File: src/rtl/cvp_pwr_regfile.sv
// CVP power-control register bank behind the asynchronous pwr_* four-phase link.
// Entry 0 is a read-only view of status_i; entries 1..NUM_REGS-1 are byte-writable.

module cvp_pwr_regfile_entry #(
  parameter logic [63:0] RST_VAL = 64'h0
) (
  input  logic        HCLK,
  input  logic        HRESETn,
  input  logic        we,
  input  logic [7:0]  be,
  input  logic [63:0] wdata,
  output logic [63:0] q
);
  always_ff @(posedge HCLK or negedge HRESETn) begin
    if (!HRESETn) begin
      q <= RST_VAL;
    end else if (we) begin
      for (int b = 0; b < 8; b++)
        if (be[b]) q[8*b +: 8] <= wdata[8*b +: 8];
    end
  end
endmodule

module cvp_pwr_regfile #(
  parameter int          NUM_REGS = 16,
  parameter logic [63:0] RST_VAL  = 64'h0
) (
  input  logic                     HCLK,
  input  logic                     HRESETn,
  input  logic                     pwr_req,
  input  logic                     pwr_wr_rd,
  input  logic [28:0]              pwr_add,
  input  logic [7:0]               pwr_be,
  input  logic [63:0]              pwr_data,
  output logic                     pwr_ack,
  output logic                     pwr_error,
  output logic [63:0]              pwr_r_data,
  input  logic [63:0]              status_i,
  output logic [NUM_REGS*64-1:0]   pwr_ctrl_o
);
  localparam int IDX_W = $clog2(NUM_REGS);

  typedef enum logic [1:0] {IDLE = 2'd0, ACCESS = 2'd1, ACK = 2'd2} state_t;

  state_t                     state, state_nxt;
  logic                       req_s0, req_s, cap_en;
  logic                       cap_wr_rd;
  logic [28:0]                cap_add;
  logic [7:0]                 cap_be;
  logic [63:0]                cap_data;
  logic [IDX_W-1:0]           idx;
  logic                       oor;
  logic [NUM_REGS-1:0][63:0]  regs;

  assign idx = cap_add[IDX_W-1:0];
  assign oor = (cap_add >> IDX_W) != 29'd0;

  always_ff @(posedge HCLK or negedge HRESETn) begin
    if (!HRESETn) begin
      req_s0 <= 1'b0;
      req_s  <= 1'b0;
      state  <= IDLE;
    end else begin
      req_s0 <= pwr_req;
      req_s  <= req_s0;
      state  <= state_nxt;
    end
  end

  // ACCESS always advances, so a request dropped early still gets a one-cycle ack.
  always_comb begin
    state_nxt = state;
    cap_en    = 1'b0;
    case (state)
      IDLE: if (req_s) begin
        cap_en    = 1'b1;
        state_nxt = ACCESS;
      end
      ACCESS:  state_nxt = ACK;
      ACK:     if (!req_s) state_nxt = IDLE;
      default: state_nxt = IDLE;
    endcase
  end

  always_ff @(posedge HCLK or negedge HRESETn) begin
    if (!HRESETn) begin
      cap_wr_rd <= 1'b0;
      cap_add   <= '0;
      cap_be    <= '0;
      cap_data  <= '0;
    end else if (cap_en) begin
      cap_wr_rd <= pwr_wr_rd;
      cap_add   <= pwr_add;
      cap_be    <= pwr_be;
      cap_data  <= pwr_data;
    end
  end

  assign regs[0] = 64'h0;

  for (genvar k = 1; k < NUM_REGS; k++) begin : g_entry
    cvp_pwr_regfile_entry #(.RST_VAL(RST_VAL)) u_entry (
      .HCLK    (HCLK),
      .HRESETn (HRESETn),
      .we      ((state == ACCESS) && !cap_wr_rd && !oor && (idx == IDX_W'(k))),
      .be      (cap_be),
      .wdata   (cap_data),
      .q       (regs[k])
    );
  end

  assign pwr_ctrl_o = regs;

  // Response flops hold their value through IDLE so a late-sampling bridge still sees them.
  always_ff @(posedge HCLK or negedge HRESETn) begin
    if (!HRESETn) begin
      pwr_ack    <= 1'b0;
      pwr_error  <= 1'b0;
      pwr_r_data <= 64'h0;
    end else begin
      pwr_ack <= (state_nxt == ACK);
      if (state == ACCESS) begin
        if (cap_wr_rd) begin
          if (oor) begin
            pwr_r_data <= 64'h0;
            pwr_error  <= 1'b1;
          end else if (idx == '0) begin
            pwr_r_data <= status_i;
            pwr_error  <= 1'b0;
          end else begin
            pwr_r_data <= regs[idx];
            pwr_error  <= 1'b0;
          end
        end else begin
          pwr_error <= oor || (idx == '0);
        end
      end
    end
  end
endmodule
File: config.mk
export PLATFORM = sky130hd
export DESIGN_NAME = cvp_pwr_regfile
export DESIGN_NICKNAME = d
export VERILOG_FILES = /design/src/rtl/cvp_pwr_regfile.sv
export SDC_FILE = /design/constraint.sdc
export NUM_CORES = 2
export LEC_CHECK = 0
export ABC_AREA = 1
export CAP_MARGIN = 10
export CELL_PAD_IN_SITES_DETAIL_PLACEMENT = 1
export CELL_PAD_IN_SITES_GLOBAL_PLACEMENT = 2
export CORE_AREA = 5 5 486 488
export DETAILED_ROUTE_END_ITERATION = 8
export DIE_AREA = 0 0 491 493
export PLACE_DENSITY = 0.69
export SYNTH_ARGS = -nofsm -noshare
export SYNTH_HDL_FRONTEND = slang
export SYNTH_SLANG_ARGS = --single-unit
export TNS_END_PERCENT = 50
File: constraint.sdc
create_clock -name HCLK -period 2.1 [get_ports HCLK]
set_input_delay 0.21 -clock HCLK [delete_from_list [all_inputs] [get_ports HCLK]]
set_output_delay 0.21 -clock HCLK [all_outputs]
set_load 0.05 [all_outputs]
# Word level (Yosys, flattened, before mapping)
# Index checks and enable logic that the tools add are counted.
# W data, S select, Z words.
# classes
mux	11
eq_ne	18
order_cmp	1
reduce_logical	144
# ops
cell	count
$bmux W64 S4	1
$reduce_and A2 Y1	121
$mux W64	3
$eq A4 B4 Y1 const B	8
$reduce_bool A29 Y1	1
$logic_and A1 B1 Y1	17
$eq A4 B3 Y1 const B	4
$eq A4 B2 Y1 const B	2
$pmux W2 S3	1
$lt A4 B5 Y1 const B	1
$eq A2 B2 Y1 const B	2
$eq A4 B1 Y1 const B	1
$logic_not A4 Y1	1
$mux W1	4
$mux W2	2
$eq A2 B1 Y1 const B	1
$logic_not A1 Y1	2
$logic_not A2 Y1	1
$logic_or A1 B1 Y1	1
# word_totals
out_inout_bits	1090
register_bits	1132
wordCells	304
inputBits	169

# Logic depth before layout (Yosys ltp)
# logic_depth
ltp_word	5
ltp_mapped	14
ltp_nobuf	11

# Hierarchy
# From an unflattened synthesis, not the netlist that was laid out.
# unflattened
cells_unflattened	7919
hier_area_um2	59543.4
# modules_own_cells
mod	cells_per_inst	n_inst	area_per_inst_um2	seq_area_each_um2
cvp_pwr_regfile_entry	280	15	2747.6	1601.5
cvp_pwr_regfile	3719	1	18328.8	4304.1

# Worst setup path after synthesis
# No wires, ideal clock.
# synth_path
path_type	flip-flop to flip-flop
from	register cap_add[19]
to	register g_entry[10].u_entry.q[16]
setup_ns	0.119
n_path_buf	2
path_stages_with_launch	10
period_less_slack_ns	1.624
slack_ns	0.476
arrival_time_ns	1.506
t_required_ns	1.981
path_cell_list	dfrtp_1 -> nand3b_1 -> nor2_1 -> nand2_1 -> nor2_2 -> buf_4 -> buf_6 -> nand4_4 -> nand2_1 -> nand2_1
# synth_between
elab_chain_cells	5
# synth_rtl
element	line_no	source
from (decl)	48	logic [28:0] cap_add;
from (signal assigned)	93	cap_add <= pwr_add;
$reduce_bool A29 Y1	56	assign oor = (cap_add >> IDX_W) != 29'd0;
$logic_not A1 Y1	105	.we ((state == ACCESS) && !cap_wr_rd && !oor && (idx == IDX_W'(k))),
$logic_and A1 B1 Y1 (2 in series)	105	
$reduce_and A2 Y1 (no line)	-	
to (signal, indexed assignment)	19	if (be[b]) q[8*b +: 8] <= wdata[8*b +: 8];
to (decl)	12	output logic [63:0] q
# Every way passes these cells.
# A chain may end at the register's enable or synchronous reset.

# Final worst setup path
# layout_path
from	register cap_add[0]
to	register pwr_r_data[46]
# layout_between
elab_chain_cells	4
elab_cells_between_ends	5
classes_between	4 x mux; 1 x reduce/logical
# layout_rtl
element	line_no	source
$bmux W64 S4	131	pwr_r_data <= regs[idx];
$mux W64 (not written as such)	131	
$mux W64 *	127	end else if (idx == '0) begin
$mux W64 *	124	if (oor) begin
to (signal assigned)	128	pwr_r_data <= status_i;
to (signal assigned)	131	
to (decl)	37	output logic [63:0] pwr_r_data,
# Mark *: on every way between the ends. The rest lies on a longest branch, timed or not. The select of a mux whose other input is x is not followed.

==> metrics.md <==
| Metric | Value |
|---|---|
| P&R area growth vs syn | 42.3% |
| Dpl hpwl | 265 mm |
| Drt wl/cell | 29.6 µm |
| Commonest cells after routing, fill and taps aside | nand2_1 (4,090), dfrtp_1 (1,120), nand4_1 (981) |
| Met2 routed WL | 165 mm |
| Wl on met1 | 157 mm |
| CTS sink cnt | 1,132 |
| Period Utilization, post-route | 1.06 |
| Initial Util | 0.256 |
| Clk_skew | approximately 0.041 ns |
| WP data arrival | 2.91 ns |
| Die height | 493 µm |
| Max Slew Vio Count | 0 |
| P_leak | 46.1 nW |
| Share of power burned in registers | 0.309 |
| Hold endpoint | pwr_r_data[51] |
| Worst EP required | about 2.8 ns |
| FF-to-FF path depth | 11 |
| Router iterations before antenna repair | 6 |
| GRT Total Usage | 0.287 |
| Pin count of the biggest net entering global routing | 91 |
| Clock transition at path regs | 0.06 ns |
| Core Util, Final | 0.364 |
| Worst-path maximum fanout | slightly below 60 |
| Clock root cell | clkbuf_16 |
| Fin area | 0.0843 mm² |
| Post-synthesis compound-gate area fraction | 0.00545 |
| Most common cell after layout, fill and taps aside | nand2_1 |
| Min-Delay Path Class | in2reg |
| Crit path buffers/inverters | 3 |
| Layout cell share with drive strength beyond 1 | 0.155 |
| Final Worst Setup Slack | -0.117 ns |
| CP max-delay cell | dfrtp_4 |
| Vias in the first global route | 64,800 |
| MaxCap Viol Count | 0 |
| Skew-Pair Late Insertion Delay | about 0.8 ns |
| Setup violators final | 323 |
| Hold Crit Start | status_i[51] |
| Synth warn | 0 |
| DRT iter0 DRCs | 5,306 |
| Pwr Density | between 1000 and 1500 mW/mm² |
| Hold Path Depth | 5 |
| Via density per instance | 5.21 |
| Yosys top cell by area | dfrtp_1 |
| Antenna violations before repair | 12 |
| Library cells used by synthesis | 26 |
| Failing checks | negative setup slack |
| Outcome | complete, but fails checks |
| Die ar. | between 0.2 and 0.25 mm² |
| Count of final hold-check violations | 0 |
| Max layer used | met5 |
| GRT overflow | 0 |
| Clk pwr share | 0.306 |
| Main combinational cell family by area after synthesis | simple AND/OR/NAND/NOR gates |
| Routed met3 length | 23.9 mm |
| Syn_area_per_cell | roughly 7.6 µm² |
| R2r setup slk | -0.12 ns |
| Sequential area share after synthesis | 0.478 |
| Combinational power share | 0.385 |
| CTS buffer count | 147 |
| Synth Area in XOR/XNOR | 0 |
| Setup crit start kind | flop |
| Max Buffers Root-to-Sink | 3 |
| Post-Syn Area | 0.0592 mm² |
| Synthesized flop and latch total | 1,132 |
| DRC Markers | 0 |
| Port Buffers | 1,194 |
| GP Congestion | 0.891 |
| Row count | 177 |
| Slew headroom | 0.414 |
| Synth Area in Simple Gates | 0.441 |
| Min cycle time layout | 2.22 ns |
| H-tree Lvls | 4 |
| Crit. path cell count | 11 |
| RSZ-0062 raised after global routing | true |
| R2R Path End | pwr_r_data[46] |
| Most frequent CP cell | nand2_1 |
| P_int | 47.7 mW |
| Final ANT Viol Nets | 0 |
| Core Area | 0.231 mm² |
| Mux cell area share after synthesis | 0 |
| Cells after synthesis | 7,792 |
| Routed vias | between 60,000 and 70,000 |
| Final wirelength | 365 mm |
| Critical path capture point type | flop |
| Nets | about 9,300 |
| Area after DPL | 0.0773 mm² |
| Switching power | 39.4 mW |
| Top delay family on crit path | simple AND/OR/NAND/NOR gates |
| Crit Reg-Reg Startpoint | cap_add[0] |
| Die width | 491 µm |
| Crit-path max cell delay | 0.53 ns |
| Synth top area cells | dfrtp_1 (48%), nand2_1 (26%), nand4_1 (10%), nand4_4 (3.5%), nand3_1 (2.2%) |
| Crit Path Category | reg2reg |
| Total Power | 87.2 mW |
| Peak VDD IR | 0.000825 V |
| Post-synth top area share | 0.478 |
| Critical-path cell list | inv_8, buf_16, buf_4, nand2_1, nand2_1, nand2_1, nand2_1, nand2_1, nand4_1, nand2_1, nand2_1 |
| First-pass GRT wire length | about 510 mm |
| Adder-cell share of the synthesized area | 0 |
| TritonCTS clock tree | yes |
| IO Count | between 1,000 and 1,500 |
| Worst slew pin tran | approximately 0.88 ns |
| Switching share of total power | 0.452 |
| Max Freq | ~450 MHz |
## layer usage
layer  vias to the layer above  track usage
met1                     32800        0.384
li1                      28100            -
met5                         -            0
met4                         6        0.124
met3                       552       0.0521
met2                      2609        0.455
## synthesized netlist by cell type
cell,count
nand2_1,4151
dfrtp_1,1132
nand4_1,981
clkbuf_1,311
nand3_1,256
buf_2,228
nor2_1,168
inv_1,140
buf_4,122
nand4_4,97
o21ai_0,63
buf_1,51
buf_6,36
inv_2,14
nand4_2,7
nor2_2,7
nor2_8,7
nor2_4,5
nand2_4,4
buf_8,3
clkinv_1,3
nand2_2,2
a22oi_1,1
conb_1,1
nand2_8,1
nand3b_1,1
## repair_timing
action / 4_1_cts / 5_1_grt
endpoints found under the hold margin: 1208 / 0
hold buffers: 93 / 0
pin swaps: 2 / 28
setup endpoints to repair: 1860 / 1033
cloned: 1 / 20
setup buffers: 5 / 22
gates resized for setup: 1452 / 150
## how the worst max path moves through the flow
| stage | from | to | slack (ns) |
|---|---|---|---|
| floorplan | cap_add[19] | g_entry[10].u_entry.q[16] | 0.48 |
| global placement | cap_add[23] | g_entry[3].u_entry.q[45] | -0.17 |
| detailed placement | cap_add[1] | pwr_r_data[44] | -0.15 |
| CTS | cap_add[1] | pwr_r_data[46] | -0.11 |
| global route | cap_add[23] | g_entry[4].u_entry.q[28] | -0.19 |
| finish | cap_add[0] | pwr_r_data[46] | -0.12 |
## kinds of logic after synthesis
logic type | count (synthesis)
flops | 1132
compound gates | 64
other cells | 1
buf+inv | 908
simple gates | 5687
## stage by stage
stage / hold slack [ns] / setup TNS, ns / setup slack [ns] / std cells
global placement: 0.157 / -61.50 / -0.172 / 11900
CTS: 0.00602 / -11.24 / -0.114 / 12300
finish: 0.0848 / -6.83 / -0.117 / 12300
detailed placement: 0.155 / -36.73 / -0.154 / 11900
global route: 0.0524 / -112.28 / -0.188 / 12300
floorplan: -0.0856 / 0 / 0.476 / 7855
## final cells by class
type                            instances  area (µm²)
Clock buffer                          219        4390
Fill cell                           27500      147000
Inverter                              157         637
Timing Repair Buffer                 1882       19400
Antenna cell                           10        25.0
Multi-Input combinational cell       5815       27100
Tap cell                             3043        3810
Sequential cell                      1132       28400
Clock inverter                         46         614
## power groups by stage
stage                     logic (mW)  registers (mW)  clock network, mW
after floorplan                 15.5            26.2                  0
after global placement          32.6            27.2                  0
after detailed placement        32.7            27.3                  0
after CTS                       32.8            26.9               27.2
after global routing            34.8            27.1               28.1
final                           33.5            26.9               26.7
## worst reg2reg max path, cell delays in order, from the launching register on
cell and delay [ns]:
dfrtp_4 0.53, inv_8 0.08, buf_16 0.18, buf_4 0.47, nand2_1 0.06, nand2_1 0.05
nand2_1 0.06, nand2_1 0.06, nand2_1 0.06, nand4_1 0.30, nand2_1 0.16, nand2_1 0.07
## sequential cells by signal, indices dropped and copies added (netlist names)
signal             flops
pwr_error              1
cap_be                 8
state                  2
req_s0                 1
pwr_r_data            64
g_entry.u_entry.q    960
pwr_ack                1
cap_add               29
cap_wr_rd              1
req_s                  1
cap_data              64
Power figures use the tool's default switching activity.
